$ cat config.mk
export PLATFORM = sky130hd
export DESIGN_NAME = top
export DESIGN_NICKNAME = d
export VERILOG_FILES = /design/src/rtl/top_pkg.sv /design/src/rtl/uart_rx_nibble.sv /design/src/rtl/top.sv
export SDC_FILE = /design/constraint.sdc
export NUM_CORES = 1
export LEC_CHECK = 0
export CAP_MARGIN = 20
export CELL_PAD_IN_SITES_DETAIL_PLACEMENT = 1
export CELL_PAD_IN_SITES_GLOBAL_PLACEMENT = 1
export CORE_MARGIN = 2
export CORE_UTILIZATION = 50
export CTS_CLUSTER_DIAMETER = 30
export DETAILED_ROUTE_END_ITERATION = 8
export DONT_BUFFER_PORTS = 1
export PLACE_DENSITY_LB_ADDON = 0.1
export SLEW_MARGIN = 20
export SYNTH_ARGS = -nofsm -noshare
export SYNTH_HDL_FRONTEND = slang
export SYNTH_HIERARCHICAL = 1
export SYNTH_SLANG_ARGS = --single-unit
$ cat constraint.sdc
create_clock -name clk -period 3.85 [get_ports clk]
set_clock_uncertainty 0.05 [all_clocks]
set_input_delay 0.77 -clock clk [delete_from_list [all_inputs] [get_ports clk]]
set_output_delay 0.77 -clock clk [all_outputs]
set_load 0.05 [all_outputs]
$ cat src/rtl/top_pkg.sv
// Shared types and sizes for the serial ID-digit checker.
// Holds the receiver FSM state enum and the frame/window widths.
package top_pkg;

  localparam int DATA_BITS = 4;
  localparam int WINDOW_W  = 8;

  typedef enum logic [2:0] {
    IDLE,
    START,
    DATA,
    STOP,
    WAIT_HIGH
  } state_t;

endpackage

$ cat src/rtl/uart_rx_nibble.sv
// 4-bit LSB-first serial receiver: 2-FF synchronizer, FSM, tick/bit counters.
// Ports: clk, rst, rx in; data, bit_strobe, frame_done, framing_error out.
module uart_rx_nibble
  import top_pkg::*;
#(
  parameter int TICKS_PER_BIT = 16,
  parameter int HALF_BIT      = 8
) (
  input  logic                 clk,
  input  logic                 rst,
  input  logic                 rx,
  output logic [DATA_BITS-1:0] data,
  output logic                 bit_strobe,
  output logic                 frame_done,
  output logic                 framing_error
);

  localparam int CNT_W = $clog2(TICKS_PER_BIT);
  localparam int BIT_W = $clog2(DATA_BITS);

  // Start sample lands on the (HALF_BIT-1)th tick after entering START.
  localparam logic [CNT_W-1:0] START_TICK = CNT_W'(HALF_BIT - 2);
  localparam logic [CNT_W-1:0] LAST_TICK  = CNT_W'(TICKS_PER_BIT - 1);
  localparam logic [BIT_W-1:0] LAST_BIT   = BIT_W'(DATA_BITS - 1);

  logic [1:0] sync;
  logic       rxs;

  state_t               state, state_n;
  logic [CNT_W-1:0]     cnt, cnt_n;
  logic [BIT_W-1:0]     bit_cnt, bit_n;
  logic [DATA_BITS-1:0] data_n;
  logic                 strobe_n;
  logic                 done_n;
  logic                 ferr_n;

  // Preset to idle level so reset never looks like a start bit.
  always_ff @(posedge clk or posedge rst) begin
    if (rst) sync <= 2'b11;
    else     sync <= {sync[0], rx};
  end

  assign rxs = sync[1];

  always_ff @(posedge clk or posedge rst) begin
    if (rst) begin
      state         <= IDLE;
      cnt           <= '0;
      bit_cnt       <= '0;
      data          <= '0;
      bit_strobe    <= 1'b0;
      frame_done    <= 1'b0;
      framing_error <= 1'b0;
    end else begin
      state         <= state_n;
      cnt           <= cnt_n;
      bit_cnt       <= bit_n;
      data          <= data_n;
      bit_strobe    <= strobe_n;
      frame_done    <= done_n;
      framing_error <= ferr_n;
    end
  end

  always_comb begin
    state_n  = state;
    cnt_n    = cnt;
    bit_n    = bit_cnt;
    data_n   = data;
    strobe_n = 1'b0;
    done_n   = 1'b0;
    ferr_n   = 1'b0;
    unique case (state)
      IDLE: begin
        if (!rxs) begin
          state_n = START;
          cnt_n   = '0;
        end
      end
      START: begin
        if (cnt == START_TICK) begin
          cnt_n = '0;
          bit_n = '0;
          if (rxs) begin
            state_n = IDLE;
          end else begin
            strobe_n = 1'b1;
            state_n  = DATA;
          end
        end else begin
          cnt_n = cnt + 1'b1;
        end
      end
      DATA: begin
        if (cnt == LAST_TICK) begin
          cnt_n           = '0;
          strobe_n        = 1'b1;
          data_n[bit_cnt] = rxs;
          if (bit_cnt == LAST_BIT) state_n = STOP;
          else                     bit_n   = bit_cnt + 1'b1;
        end else begin
          cnt_n = cnt + 1'b1;
        end
      end
      STOP: begin
        if (cnt == LAST_TICK) begin
          cnt_n    = '0;
          strobe_n = 1'b1;
          done_n   = 1'b1;
          if (rxs) begin
            state_n = IDLE;
          end else begin
            ferr_n  = 1'b1;
            state_n = WAIT_HIGH;
          end
        end else begin
          cnt_n = cnt + 1'b1;
        end
      end
      WAIT_HIGH: begin
        if (rxs) state_n = IDLE;
      end
      default: state_n = IDLE;
    endcase
  end

endmodule

$ cat src/rtl/top.sv
// Serial ID checker: receives 4-bit digit frames, keeps a 2-digit window.
// Ports: clk, rst, rx in; match, framing_error, shift_window, frame_done, bit_strobe out.
module top
  import top_pkg::*;
#(
  parameter int CLK_FREQ_HZ   = 1_600_000,
  parameter int BAUD_RATE     = 100_000,
  parameter int ID_LAST_DIGIT = 6
) (
  input  logic                clk,
  input  logic                rst,
  input  logic                rx,
  output logic                match,
  output logic                framing_error,
  output logic [WINDOW_W-1:0] shift_window,
  output logic                frame_done,
  output logic                bit_strobe
);

  localparam int TICKS_PER_BIT = CLK_FREQ_HZ / BAUD_RATE;
  localparam int HALF_BIT      = TICKS_PER_BIT / 2;

  localparam logic [DATA_BITS-1:0] ID = DATA_BITS'(ID_LAST_DIGIT);

  logic [DATA_BITS-1:0] data;

  uart_rx_nibble #(
    .TICKS_PER_BIT(TICKS_PER_BIT),
    .HALF_BIT     (HALF_BIT)
  ) u_rx (
    .clk          (clk),
    .rst          (rst),
    .rx           (rx),
    .data         (data),
    .bit_strobe   (bit_strobe),
    .frame_done   (frame_done),
    .framing_error(framing_error)
  );

  // Latched during the frame_done cycle; data holds until the next frame.
  always_ff @(posedge clk or posedge rst) begin
    if (rst) begin
      shift_window <= '0;
      match        <= 1'b0;
    end else if (frame_done && !framing_error) begin
      shift_window <= {shift_window[WINDOW_W-DATA_BITS-1:0], data};
      match        <= (data == ID);
    end
  end

endmodule

# --- After elaboration in Yosys (flattened, before gate mapping) ---
# Cells that the tools add are included.
totals:
  register_bits: 27
  output_inout_bits: 12
  elab_cells: 67
op_classes:
  n_addsub: 2
  order_cmp: 2
  n_eq_ne: 15
  mux: 27
  reduce_logical: 11
op_table:
  columns: ["op", "count"]
  rows:
  - ["2-to-1 mux 3 bit", 7]
  - ["one-hot mux 3 bit (5 select lines)", 1]
  - ["2-to-1 mux 4 bit", 3]
  - ["one-hot mux 4 bit (3 select lines)", 1]
  - ["inequality test 2 x 1 -> 1 bit (second input constant)", 5]
  - ["== test 4 x 3 -> 1 bit (second input constant)", 2]
  - ["2-to-1 mux 2 bit", 4]
  - ["2-to-1 mux 1 bit", 7]
  - ["== test 3 x 2 -> 1 bit (second input constant)", 2]
  - ["AND reduction 6 bit", 1]
  - ["adder 4 x 1 -> 4 bit (second input constant)", 1]
  - ["bitwise mux 4 bit", 1]
  - ["== test 4 bit (second input constant)", 1]
  - ["inequality test 2 bit (second input constant)", 2]
  - ["one-hot mux 2 bit (2 select lines)", 1]
  - ["AND reduction 2 bit", 2]
  - ["AND reduction 4 bit", 1]
  - ["== test 3 x 1 -> 1 bit (second input constant)", 1]
  - ["== test 3 bit (second input constant)", 1]
  - ["logical NOT 3 bit", 1]
  - ["< comparator 2 x 3 -> 1 bit (second input constant)", 1]
  - ["nonzero test 3 bit", 1]
  - ["adder 2 x 1 -> 2 bit (second input constant)", 1]
  - ["demux 1 bit (select 2 bit)", 1]
  - ["7 further kinds", 8]

# --- Longest topological paths before layout ---
# Gate-level depths: netlist of the first run.
depth:
  word_depth: 5
  depth_mapped: 7
  mapped_depth_nobuf: 6

# --- Modules after synthesis ---
# Netlist of the first run, hierarchy kept.
by_module_without_submodules:
  columns: ["module", "instances", "cells_per_inst", "area_per_inst_um2"]
  rows:
  - ["uart_rx_nibble", 1, 95, 947.2]
  - ["top", 1, 22, 407.9]

# --- Worst setup path after synthesis of the first run ---
# Ideal clock, no wire load.
synth_path:
  path_type: "flip-flop to flip-flop"
  start: "register u_rx.bit_cnt[0]"
  end: "register u_rx.bit_cnt[0]"
  setup_time_ns: 0.121
  arrival_time_ns: 1.595
  path_slack_ns: 2.083
  stages_incl_launch_ff: 6
  path_buffers: 0
  synth_period_minus_slack_ns: 1.767
  cell_sequence: "dfrtp_1 ha_1 or3b_1 o2bb2ai_1 or3_1 o2bb2ai_1"
synth_via:
  elab_chain_len: 4
  elab_cells_between_ends: 7
  classes_between: "1 x add/sub; 2 x eq/ne; 3 x mux; 1 x reduce/logical"
synth_lines:
  columns: ["element", "line", "rtl"]
  rows:
  - ["from (decl)", "uart_rx_nibble.sv:31", "logic [BIT_W-1:0] bit_cnt, bit_n;"]
  - ["from (signal assigned)", "uart_rx_nibble.sv:57", "bit_cnt <= bit_n;"]
  - ["adder 2 x 1 -> 2 bit", "uart_rx_nibble.sv:100", "else bit_n = bit_cnt + 1'b1;"]
  - ["2-to-1 mux 2 bit", "uart_rx_nibble.sv:99", "if (bit_cnt == LAST_BIT) state_n = STOP;"]
  - ["2-to-1 mux 2 bit", "uart_rx_nibble.sv:95", "if (cnt == LAST_TICK) begin"]
  - ["one-hot mux 2 bit (2 select lines)", "uart_rx_nibble.sv:73", "unique case (state)"]
# Several ways; a longest one is shown, not always the timed one. The select of a mux whose other input is x is not followed.
# A chain may end at the register's enable or synchronous reset.

# --- Worst setup path after layout of the first run ---
# Ends and elaborated chain as after synthesis.

==> flow_results.org, run 1 <==
** Run status
- Status :: completed

** Clocking
- Gates resized, CTS repair :: 0
- Clk_lat worst skew :: 0.33 ns
- CTS tree :: done
- Post-CTS setup repair buffer count :: 0
- After clock tree synthesis, the clock-pin slew on the worst setup and hold paths is approximately 0.15 ns.
- Count of hold buffers inserted by post-cts repair :: 0
- CTS built an H-tree with a depth of 1.
- Number of clock sinks seen by CTS :: 27
- TritonCTS Buffers :: 3
- No sink is reached through more buffers than the 2 on the longest clock path.
- In this run the clock root is driven by a clkbuf_4.

** Timing
- Headroom to the max-slew limit came out at 0.543.
- The final number of hold-violating endpoints is 0.
- FMAX :: 0.517 GHz
- Unrepaired setup endpoints after global routing :: false
- The number of pins exceeding their max-slew limit in the final report came to 0.
- Least-Margin Pin Slew :: 0.684 ns
- Final setup vio count :: 0
- Final cycle utilization of the critical path :: 0.503
- Adding up every negative setup slack in the final design gives 0 ns.
- Min Tclk post-route :: between 1.5 and 2 ns

** Synthesis
- Total standard cell area after synthesis :: roughly 1400 sq um
- Cell accounting for the most synthesized area :: dfrtp_1
- By instance count, the leading cell after synthesis is dfrtp_1.
- In the post-synthesis netlist, the biggest area contributors are dfrtp_1, mux2_4, ha_1.
- Synthesized area per cell :: ~12 sq um
- Cells after Synth :: between 100 and 150
- For this run, the register share of the synthesized area comes to 0.500.
- Synthesis-stage register bit count :: 27
- The number of different library cells used by synthesis comes to 34.
- Most frequent cells after synthesis :: dfrtp_1, nand2_1, mux2_4, nor2_1, inv_1
- Count of synthesis-stage warnings from yosys :: 6
- The synthesized design contains 0 enable-type register cells.
- Yosys top cell area share :: 0.462
- After synthesis, the share of flip-flops with an asynchronous set or reset is 1.00.
- Syn nets :: between 100 and 150
- Most used flip-flop cell after synthesis :: dfrtp_1

** Setup path
- Worst Path Required :: ~4 ns
- Endpoint type of the worst setup path :: register
- Data arrives at the worst endpoint at ~2.1 ns.
- In this run the critical register-to-register path is launched from u_rx/bit_cnt[0].
- Setup crit start :: u_rx/bit_cnt[0]
- Crit path launch type :: register
- The setup path with the least slack is of type reg -> reg.
- Maximum fanout count along the critical path :: 5

** Finish
- Final #Nets :: about 130
- Number of antenna diodes :: 0
- Final cell count without fillers :: between 100 and 150
- Share of post-route cells with drive strength above 1 :: 0.200
- Area overhead of the layout relative to synthesis :: 1.66%

** Drt
- DRC violation count after routing :: 0
- The final layout contains routed wiring with a total length of around 2.4 mm.
- Iteration-0 DRC Markers :: 32
- After detailed routing, the average wire length per cell comes to around 17 um.
- Vias per std cell :: 5.68
- Drt pass-1 iters :: 4
- For this block, the via count after detailed routing is 824.
- Remaining antenna violation count after routing :: 0

** GRT
- Antenna violations before repair :: 0
- Pin count of the biggest net entering global routing :: 19
- Sum of overflow across all layers after global routing :: 0
- Total global routing track utilization :: 0.175
- Global-route wire length before repair :: between 4 and 5 mm
- The number of global-route vias before repair is 912.

** Place
- Count of placed standard cells including taps :: between 100 and 150
- Count of buffers from port buffering :: 0
- HPWL after DPL :: roughly 1.7 mm
- The congestion estimate from routability-driven global placement came to ~0.8.

** Die
- The floorplan step set the die width to approximately 56 um.
- Height of the die :: 56.1 um
- Placeable core region :: ~2500 sq um
- Number of ports placed on the die boundary :: 15
- # rows :: 18
- For this configuration, the core starts out at a cell density of 0.537.
- Total Die Area :: around 3100 sq um

** Min path
- Worst Hold Class :: in -> async

** Power
- Across the VDD grid, the largest voltage drop is around 340 uV.
- The analysis attributes to cell leakage a power of 0.662 nW.
- Power spread over the standard cell area amounts to roughly 530 nW/um^2.

** Job
- Max-cap violations in this run came to 0.
-- area by class of cell --
| class | count | area, sq um |
|---|---|---|
| flip-flops and latches | 27 | 678 |
| inverters | 7 | 26.3 |
| clock buffers | 3 | 22.5 |
| well taps | 30 | 37.5 |
| multi-input cells | 77 | 608 |
| fillers | 273 | 1140 |
| clock inverters | 1 | 5.00 |
-- metal layers --
metal,vias up,GRT usage,routed length (um)
met3,4,0.0279,61
li1,397,-,-
met2,12,0.255,1070
met1,411,0.261,1260
met5,-,0,0
met4,0,0.0612,31
-- per-stage QoR --
step / cell area, sq um / setup WS [ns] / power, W / hold slack [ns] / utilization
after global routing: 1380 / 1.85 / 0.000782 / 0.219 / 0.546
after global placement: 1350 / 2.03 / 0.000595 / 0.297 / 0.535
after detailed placement: 1350 / 1.93 / 0.000608 / 0.301 / 0.535
after CTS: 1380 / 1.91 / 0.000732 / 0.223 / 0.546
after floorplan: 1360 / 2.08 / 0.000566 / 0.295 / -
final: 1380 / 1.91 / 0.000724 / 0.210 / 0.546
-- state kept, by name, indices dropped and copies added, names as in the netlist, 2 cells and up --
name          cells
u_rx/bit_cnt      2
u_rx/sync         2
shift_window      8
u_rx/cnt          4
u_rx/data         4
u_rx/state        3
-- power by group --
part	leakage [nW]	internal [W]	switching [W]
combinational	0.289	0.0000910	0.000100
sequential	0.355	0.000325	0.0000842
clock	0.0177	0.0000390	0.0000846
-- worst max-delay path, stage by stage (launching register included) --
cell and delay, ns:
dfrtp_1 0.45, ha_1 0.27, or3b_1 0.37, o2bb2ai_1 0.16, or3_1 0.40, o2bb2ai_1 0.14
-- cells by family after synthesis --
group / Yosys count / share of synthesized area
AO/OA/AOI/OAI: 18 / 0.0850
flip-flops: 27 / 0.500
buffers and inverters: 13 / 0.0508
adder cells (fa/ha/maj): 6 / 0.0554
AND/OR/NAND/NOR: 38 / 0.161
multiplexers: 15 / 0.148
-- cells in the final DEF, fill, tap and decap left out, types with 3 or more instances in the layout --
master and instances:
nor2_1 9, clkbuf_4 3, inv_1 7, a21oi_1 5
mux2_2 4, dfrtp_1 25, o21ai_0 3, nand2_1 10
nand2b_1 3, ha_1 6, mux2_4 9, o22ai_1 3
-- worst paths after layout --
path | endpoint | slack (ns) | depth (start not counted)
max in group asynchronous | u_rx/cnt[2] | 2.95 | 1
max | u_rx/bit_cnt[0] | 1.91 | 5
min | shift_window[7] | 0.21 | 1
min reg2reg | u_rx/sync[1] | 0.32 | 0
min in group clk | u_rx/sync[1] | 0.32 | 0
max reg2reg | u_rx/bit_cnt[0] | 1.91 | 5
Power figures use the tool's default switching activity.
==> inputs of run 2 (changes only) <==
--- a/config.mk
+++ b/config.mk
@@ -9,7 +9,7 @@
 export CELL_PAD_IN_SITES_DETAIL_PLACEMENT = 1
 export CELL_PAD_IN_SITES_GLOBAL_PLACEMENT = 1
 export CORE_MARGIN = 2
-export CORE_UTILIZATION = 50
+export CORE_UTILIZATION = 44
 export CTS_CLUSTER_DIAMETER = 30
 export DETAILED_ROUTE_END_ITERATION = 8
 export DONT_BUFFER_PORTS = 1
==> constraint.sdc (replaced) <==
create_clock -name clk -period 1.6 [get_ports clk]
set_clock_uncertainty 0.05 [all_clocks]
set_input_delay 0.32 -clock clk [delete_from_list [all_inputs] [get_ports clk]]
set_output_delay 0.32 -clock clk [all_outputs]
set_load 0.05 [all_outputs]
==> run 2 against run 1 <==
Compared with the run above:
- the run now ends with setup timing left
- clock power grew 140%
- cell area up 20%
- global-route usage shrank 0.54 points
- critical path type unchanged
- largest power group unchanged
==> flow_results.org, run 2 (synthesis results as in run 1) <==
** Timing
- For the finished layout, the period the worst path requires is 1.72 ns.
- Final setup vio count :: 2
- Setup WS post-layout :: -0.116 ns
- Derived from the worst setup path, the maximum achievable clock frequency is between 0.5 and 0.6 GHz.
- At the pin with the least slew margin, the transition time is 0.504 ns.
- Relative max-transition margin :: 0.664
- Final Hold Viols :: 0
- In the finished design, the share of the clock period the worst path needs comes to 1.07.
- Unrepaired setup endpoints after global routing :: true
- Pins Over Slew Limit :: 0

** Finish
- Flip-flop count of the largest register after layout :: 8
- In the final layout, the share of cells above drive strength 1 is 0.420.
- Ranked by flip-flop count, first place goes to shift_window.
- The library cells used most frequently in the layout, excluding fill and tap cells, are dfrtp_1, buf_4, nand2_1, mux2_4, nor2_1.
- Final #Nets :: between 150 and 200
- Top flop regs :: shift_window (8), u_rx/cnt (4), u_rx/data (4)
- At the end of the flow the core is filled with cells to 0.557.
- The repair_antennas step left the layout with diodes totalling 0.
- Area overhead of the layout relative to synthesis :: 22.3%
- Final cell count without fillers :: ~180

** Clocking
- Number of levels the H-tree was split into :: 1
- Clock Path Buffers :: 2
- CTS placed an instance of clkbuf_4 at the clock tree root.
- CTS tree :: done
- Clk_lat worst skew :: between 0.3 and 0.4 ns
- TritonCTS Buffers :: 3
- Clock-pin slew was measured on the worst setup and hold paths at around 0.15 ns.
- Number of clock sinks seen by CTS :: 27

** Drt
- Detailed routing inserted a total of ~940 vias.
- The final layout contains routed wiring with a total length of between 2 and 3 mm.
- In the routed layout, each cell is associated on average with a via count of 5.35.
- Dividing the detail-routed wire length by the instance count gives between 15 and 20 um.
- Iteration-0 DRC Markers :: 25
- DRC violation count after routing :: 0
- Remaining antenna violation count after routing :: 0
- For this run, the detailed router's first-pass iteration total came to 4.

** Die
- Measured along the y axis, the die boundary spans 59.5 um.
- # rows :: 20
- Die width :: just under 60 um
- Initial cell density of the core :: 0.455
- The floorplan step defined a die boundary enclosing around 3500 sq um.
- Placeable core region :: slightly below 3000 sq um
- 15 I/O pins were placed.

** Setup path
- The worst setup path is captured at a register.
- Classification of the worst setup path :: reg -> reg
- At the worst endpoint, the arrival time is between 1.5 and 2 ns.
- Crit path launch type :: register
- Data on the critical path is required at its endpoint by approximately 1.8 ns.
- Maximum fanout count along the critical path :: 2

** GRT
- The number of global-route vias before repair was around 1,000.
- Entering global routing, the biggest net connects 19 pins.
- Sum of overflow across all layers after global routing :: 0
- Total global routing track utilization :: 0.169
- The number of antenna violations at the first check in global routing is 0.
- The first global-routing pass estimated approximately 4.5 mm of wire.

** Place
- Count of placed standard cells including taps :: about 170
- The wire-length estimate of the detail-placed layout is 1.99 mm.
- Final estimated routing congestion in global placement :: 0.743
- Count of buffers from port buffering :: 0

** Power
- Pwr dens :: 1280 nW/um^2
- Peak supply drop :: 599 uV
- LEAKAGE :: 0.806 nW

** Min path
- The path class of the tightest hold or removal check is reg -> reg.

** Run status
- Status :: finished with violations
- The checks that failed: setup timing.

** Job
- Max Cap Viol :: 0
[run 2: cell count changes in the layout (fill, tap and decap cells not counted), moves of 2 or more]
cell / before / now
buf_4: 0 / 25
ha_1: 6 / 3
ha_2: 0 / 3
dlygate4sd3_1: 0 / 2
[run 2: worst max-delay path, cell delays in order, from the launching register on]
cell and delay (ns):
dfrtp_1 0.42, ha_2 0.19, or3b_1 0.36, o2bb2ai_2 0.14
or3_4 0.33, o2bb2ai_1 0.13
[run 2: report_power, final]
group          internal, W  leakage (nW)  switching, W
combinational     0.000489         0.437      0.000408
sequential        0.000783         0.355      0.000142
clock            0.0000956        0.0139      0.000206
total              0.00137         0.806      0.000756
[run 2: worst paths after layout]
path,startpoint,endpoint,slack (ns),cells past startpoint
max,u_rx/bit_cnt[1],u_rx/bit_cnt[0],-0.12,5
min,u_rx/sync[0],u_rx/sync[1],0.32,0
max reg2reg,u_rx/bit_cnt[1],u_rx/bit_cnt[0],-0.12,5
min in group asynchronous,rst,shift_window[6],0.35,2
max in group asynchronous,rst,u_rx/sync[0],0.82,3
min reg2reg,u_rx/sync[0],u_rx/sync[1],0.32,0
[run 2: per-layer routing]
layer	GRT usage	share of wire	up-vias
li1	-	-	456
met1	0.198	0.42	473
met2	0.309	0.56	12
met3	0.0262	0.019	0
met4	0.0603	0	0
met5	0	0	-
[run 2: what timing repair did]
item | in CTS | in global routing
endpoints found under the hold margin | 26 | 0
endpoints found under the setup margin | 10 | 11
gates resized for setup | 5 | 8
hold buffers | 2 | 0
buffers inserted | 2 | 3
pin swaps | 2 | 4
[run 2: area by class of cell]
type                            count  area (sq um)
Clock inverter                      1          7.51
Tap cell                           33          41.3
Multi-Input combinational cell     77           663
Clock buffer                        3          22.5
Inverter                            7          26.3
Sequential cell                    27           678
Fill cell                         301          1320
Timing Repair Buffer               28           219
[run 2: metrics by stage]
step           cell area (sq um)  hold WS [ns]  worst slack (ns)  total power (W)  setup TNS [ns]
2_1_floorplan               1360        0.0979           -0.0784          0.00136          -0.155
3_3_place_gp                1510         0.125           -0.0603          0.00162          -0.158
3_5_place_dp                1510         0.130            -0.123          0.00166          -0.385
4_1_cts                     1600         0.318            -0.116          0.00205          -0.460
5_1_grt                     1660         0.326            -0.183          0.00229          -0.500
6_report                    1660         0.317            -0.116          0.00212          -0.230
==> inputs of run 3 (changes only) <==
--- a/config.mk
+++ b/config.mk
@@ -5,7 +5,6 @@
 export SDC_FILE = /design/constraint.sdc
 export NUM_CORES = 1
 export LEC_CHECK = 0
-export CAP_MARGIN = 20
 export CELL_PAD_IN_SITES_DETAIL_PLACEMENT = 1
 export CELL_PAD_IN_SITES_GLOBAL_PLACEMENT = 1
 export CORE_MARGIN = 2
@@ -14,6 +13,7 @@
 export DETAILED_ROUTE_END_ITERATION = 8
 export DONT_BUFFER_PORTS = 1
 export PLACE_DENSITY_LB_ADDON = 0.1
+export REMOVE_ABC_BUFFERS = 1
 export SLEW_MARGIN = 20
 export SYNTH_ARGS = -nofsm -noshare
 export SYNTH_HDL_FRONTEND = slang
==> run 3 against run 2 <==
Compared with the run above:
- the flow still finishes with violations (setup timing)
- first-iteration DRC count down 28%
- count of clock-buffer cells in the layout unchanged
- clock power down 4%
- flip-flop and latch count unchanged
- wire length up 8.6%
- total power up 5.0%
- via count up 1.1%
- core utilization up 1.5 points
- cell area up 2.6%
- maximum frequency down 3.1%
- cell count up 1.1%
- critical path type unchanged
- largest cell class is now multi-input gates
==> flow_results.org, run 3 (synthesis results as in run 1) <==
** Finish
- More flip-flops sit in one register than any other, and that register is shift_window.
- Share of post-route cells with drive strength above 1 :: 0.448
- In the final layout, the multi-input gates occupy slightly below 700 sq um.
- Area overhead of the layout relative to synthesis :: 25.6%
- Final cell count without fillers :: 178
- Top flop regs :: shift_window (8), u_rx/cnt (4), u_rx/data (4)
- The filler cells instantiated in the layout total between 300 and 400.
- After routing the design area is between 1500 and 2000 sq um.
- Number of antenna diodes :: 0
- At the end of the flow, the number of nets in the layout was about 160.
- Leaving out fill and tap cells, the most frequent cell in the layout is buf_4.
- Area taken by flip-flops and latches :: 679 sq um
- In the layout the commonest cells are buf_4, dfrtp_1, nand2_1, mux2_4, nor2_1.
- The register with the most flip-flops in the layout has 8 of them.

** Setup path
- The worst setup path is captured at a register.
- Register-to-register setup slack :: -0.17 ns
- Maximum fanout count along the critical path :: 2
- Data on the critical path is required at its endpoint by roughly 1.8 ns.
- Crit path launch type :: register
- The worst setup path is of the reg -> reg kind.
- The number of cells on the worst reg-to-reg path is 5.
- Data on the critical path arrives at its endpoint at between 1.5 and 2 ns.

** Clocking
- Clock tree root buffer cell :: clkbuf_4
- For this design, the sink count on the clock tree is 27.
- In this run, CTS created clock tree buffers numbering 3.
- At the later pin of the worst-skew pair, clock insertion delay measures ~0.32 ns.
- Clock input transition at the sequential cells of the worst setup and hold paths :: approximately 0.13 ns
- Number of levels the H-tree was split into :: 1
- CTS tree :: done
- The clock passes through at most 2 buffers.

** Drt
- Using the TritonRoute via totals, the vias-per-cell ratio works out to approximately 5.3.
- In this run, the number of DRC markers left after iteration 0 of detailed routing was 18.
- For this run, the detailed router's first-pass iteration total came to 4.
- After detailed routing, the average wire length per cell comes to 16.8 um.
- Aggregate routed wire length :: roughly 3 mm
- For this block, the via count after detailed routing is around 950.
- DRC violation count after routing :: 0
- The detail route stage leaves a number of antenna-violating nets equal to 0.

** Run status
- Failing checks :: setup timing
- Status :: finished with violations

** Place
- Once placement completed, the tool counted placed cells totaling 167.
- The wire-length estimate of the detail-placed layout is 2.05 mm.
- Final estimated routing congestion in global placement :: 0.727
- Area of placed instances :: roughly 1500 sq um
- At the placement stage, the worst setup path has a slack of -0.179 ns.
- The count of buffers added on input and output ports is 0.

** GRT
- The first global-routing pass estimated ~4.4 mm of wire.
- The number of global-route vias before repair was roughly 1,000.
- Pin count of the biggest net entering global routing :: 19
- Sum of overflow across all layers after global routing :: 0
- Antenna violations before repair :: 0
- Across every metal layer, demand over resource in global routing totals 0.171.

** Min path
- Hold path cells :: 0
- Worst Hold Class :: reg -> reg

** Timing
- For the pin with the worst max-slew slack, the measured transition is about 0.52 ns.
- Final Hold Viols :: 0
- Measured against its own limit, the worst slew margin works out to 0.654.
- Final cycle utilization of the critical path :: 1.11
- Subtracting the final worst setup slack from the clock period gives 1.77 ns.
- Setup slack on the critical path of the routed design comes to -0.172 ns.
- Unrepaired setup endpoints after global routing :: true
- Static timing analysis puts the maximum clock frequency at 0.564 GHz.
- Pins Over Slew Limit :: 0
- Setup violations remaining at the end of the flow were counted as 2.

** Die
- Die width :: about 59 um
- The die covers between 3000 and 4000 sq um.
- The die is between 50 and 60 um tall.
- 15 I/O pins were placed.
- Placeable core region :: ~3000 sq um
- For this configuration, the core starts out at a cell density of 0.455.
- In this run the core area contains 20 standard-cell rows.

** Power
- Power spread over the standard cell area amounts to around 1300 nW/um^2.
- Total power for the finished layout comes to roughly 0.0022 W.
- LEAKAGE :: around 0.8 nW
- Across the VDD grid, the largest voltage drop is 582 uV.

** Job
- Max-cap violations in this run came to 0.
==> run 3: cell count changes in the layout (fill, tap and decap cells not counted), sizes merged <==
cell / change
buf: +2
==> run 3: layout make-up <==
type	count	area share
Multi-Input combinational cell	77	0.406
Clock inverter	1	0.00441
Inverter	7	0.0154
Sequential cell	27	0.399
Clock buffer	3	0.0132
Timing Repair Buffer	30	0.137
Tap cell	33	0.0243
==> run 3: final timing paths <==
check | start | to
max in group asynchronous | rst | u_rx/sync[1]
hold / removal | u_rx/sync[0] | u_rx/sync[1]
setup reg to reg | u_rx/bit_cnt[1] | u_rx/bit_cnt[1]
hold reg to reg | u_rx/sync[0] | u_rx/sync[1]
min in group asynchronous | rst | shift_window[3]
setup / recovery | u_rx/bit_cnt[1] | u_rx/bit_cnt[1]
==> run 3: report_power, final <==
group	internal (W)	switching, W	total, W
Sequential	0.000786	0.000155	0.000940
Combinational	0.000560	0.000441	0.00100
Clock	0.0000953	0.000194	0.000289
Total	0.00144	0.000790	0.00223
==> run 3: through the flow <==
stage / setup TNS, ns / util / hold WS (ns)
floorplan: -0.332 / - / 0.0979
global placement: -0.241 / 0.513 / 0.128
detailed placement: -0.358 / 0.513 / 0.131
CTS: -0.367 / 0.541 / 0.320
global route: -0.428 / 0.571 / 0.322
finish: -0.331 / 0.571 / 0.318
==> run 3: metal layers <==
layer / GRT usage / vias up / part of all wire
met2: 0.328 / 9 / 0.57
met5: 0 / - / 0
li1: - / 459 / -
met4: 0.0667 / 0 / 0.0080
met3: 0.0262 / 2 / 0.017
met1: 0.183 / 481 / 0.40
==> run 3: critical path, stage by stage, from the launching register on <==
cell	delay [ns]
dfrtp_1	0.42
ha_2	0.19
or3b_4	0.41
o2bb2ai_4	0.13
or3_4	0.34
mux2i_1	0.13
==> run 3: what timing repair did <==
item,CTS,global route
gates resized for setup,4,17
pin swaps,3,4
hold endpoints to repair,26,0
setup buffers,2,3
cloned,0,0
hold buffers,2,0
endpoints found under the setup margin,5,10
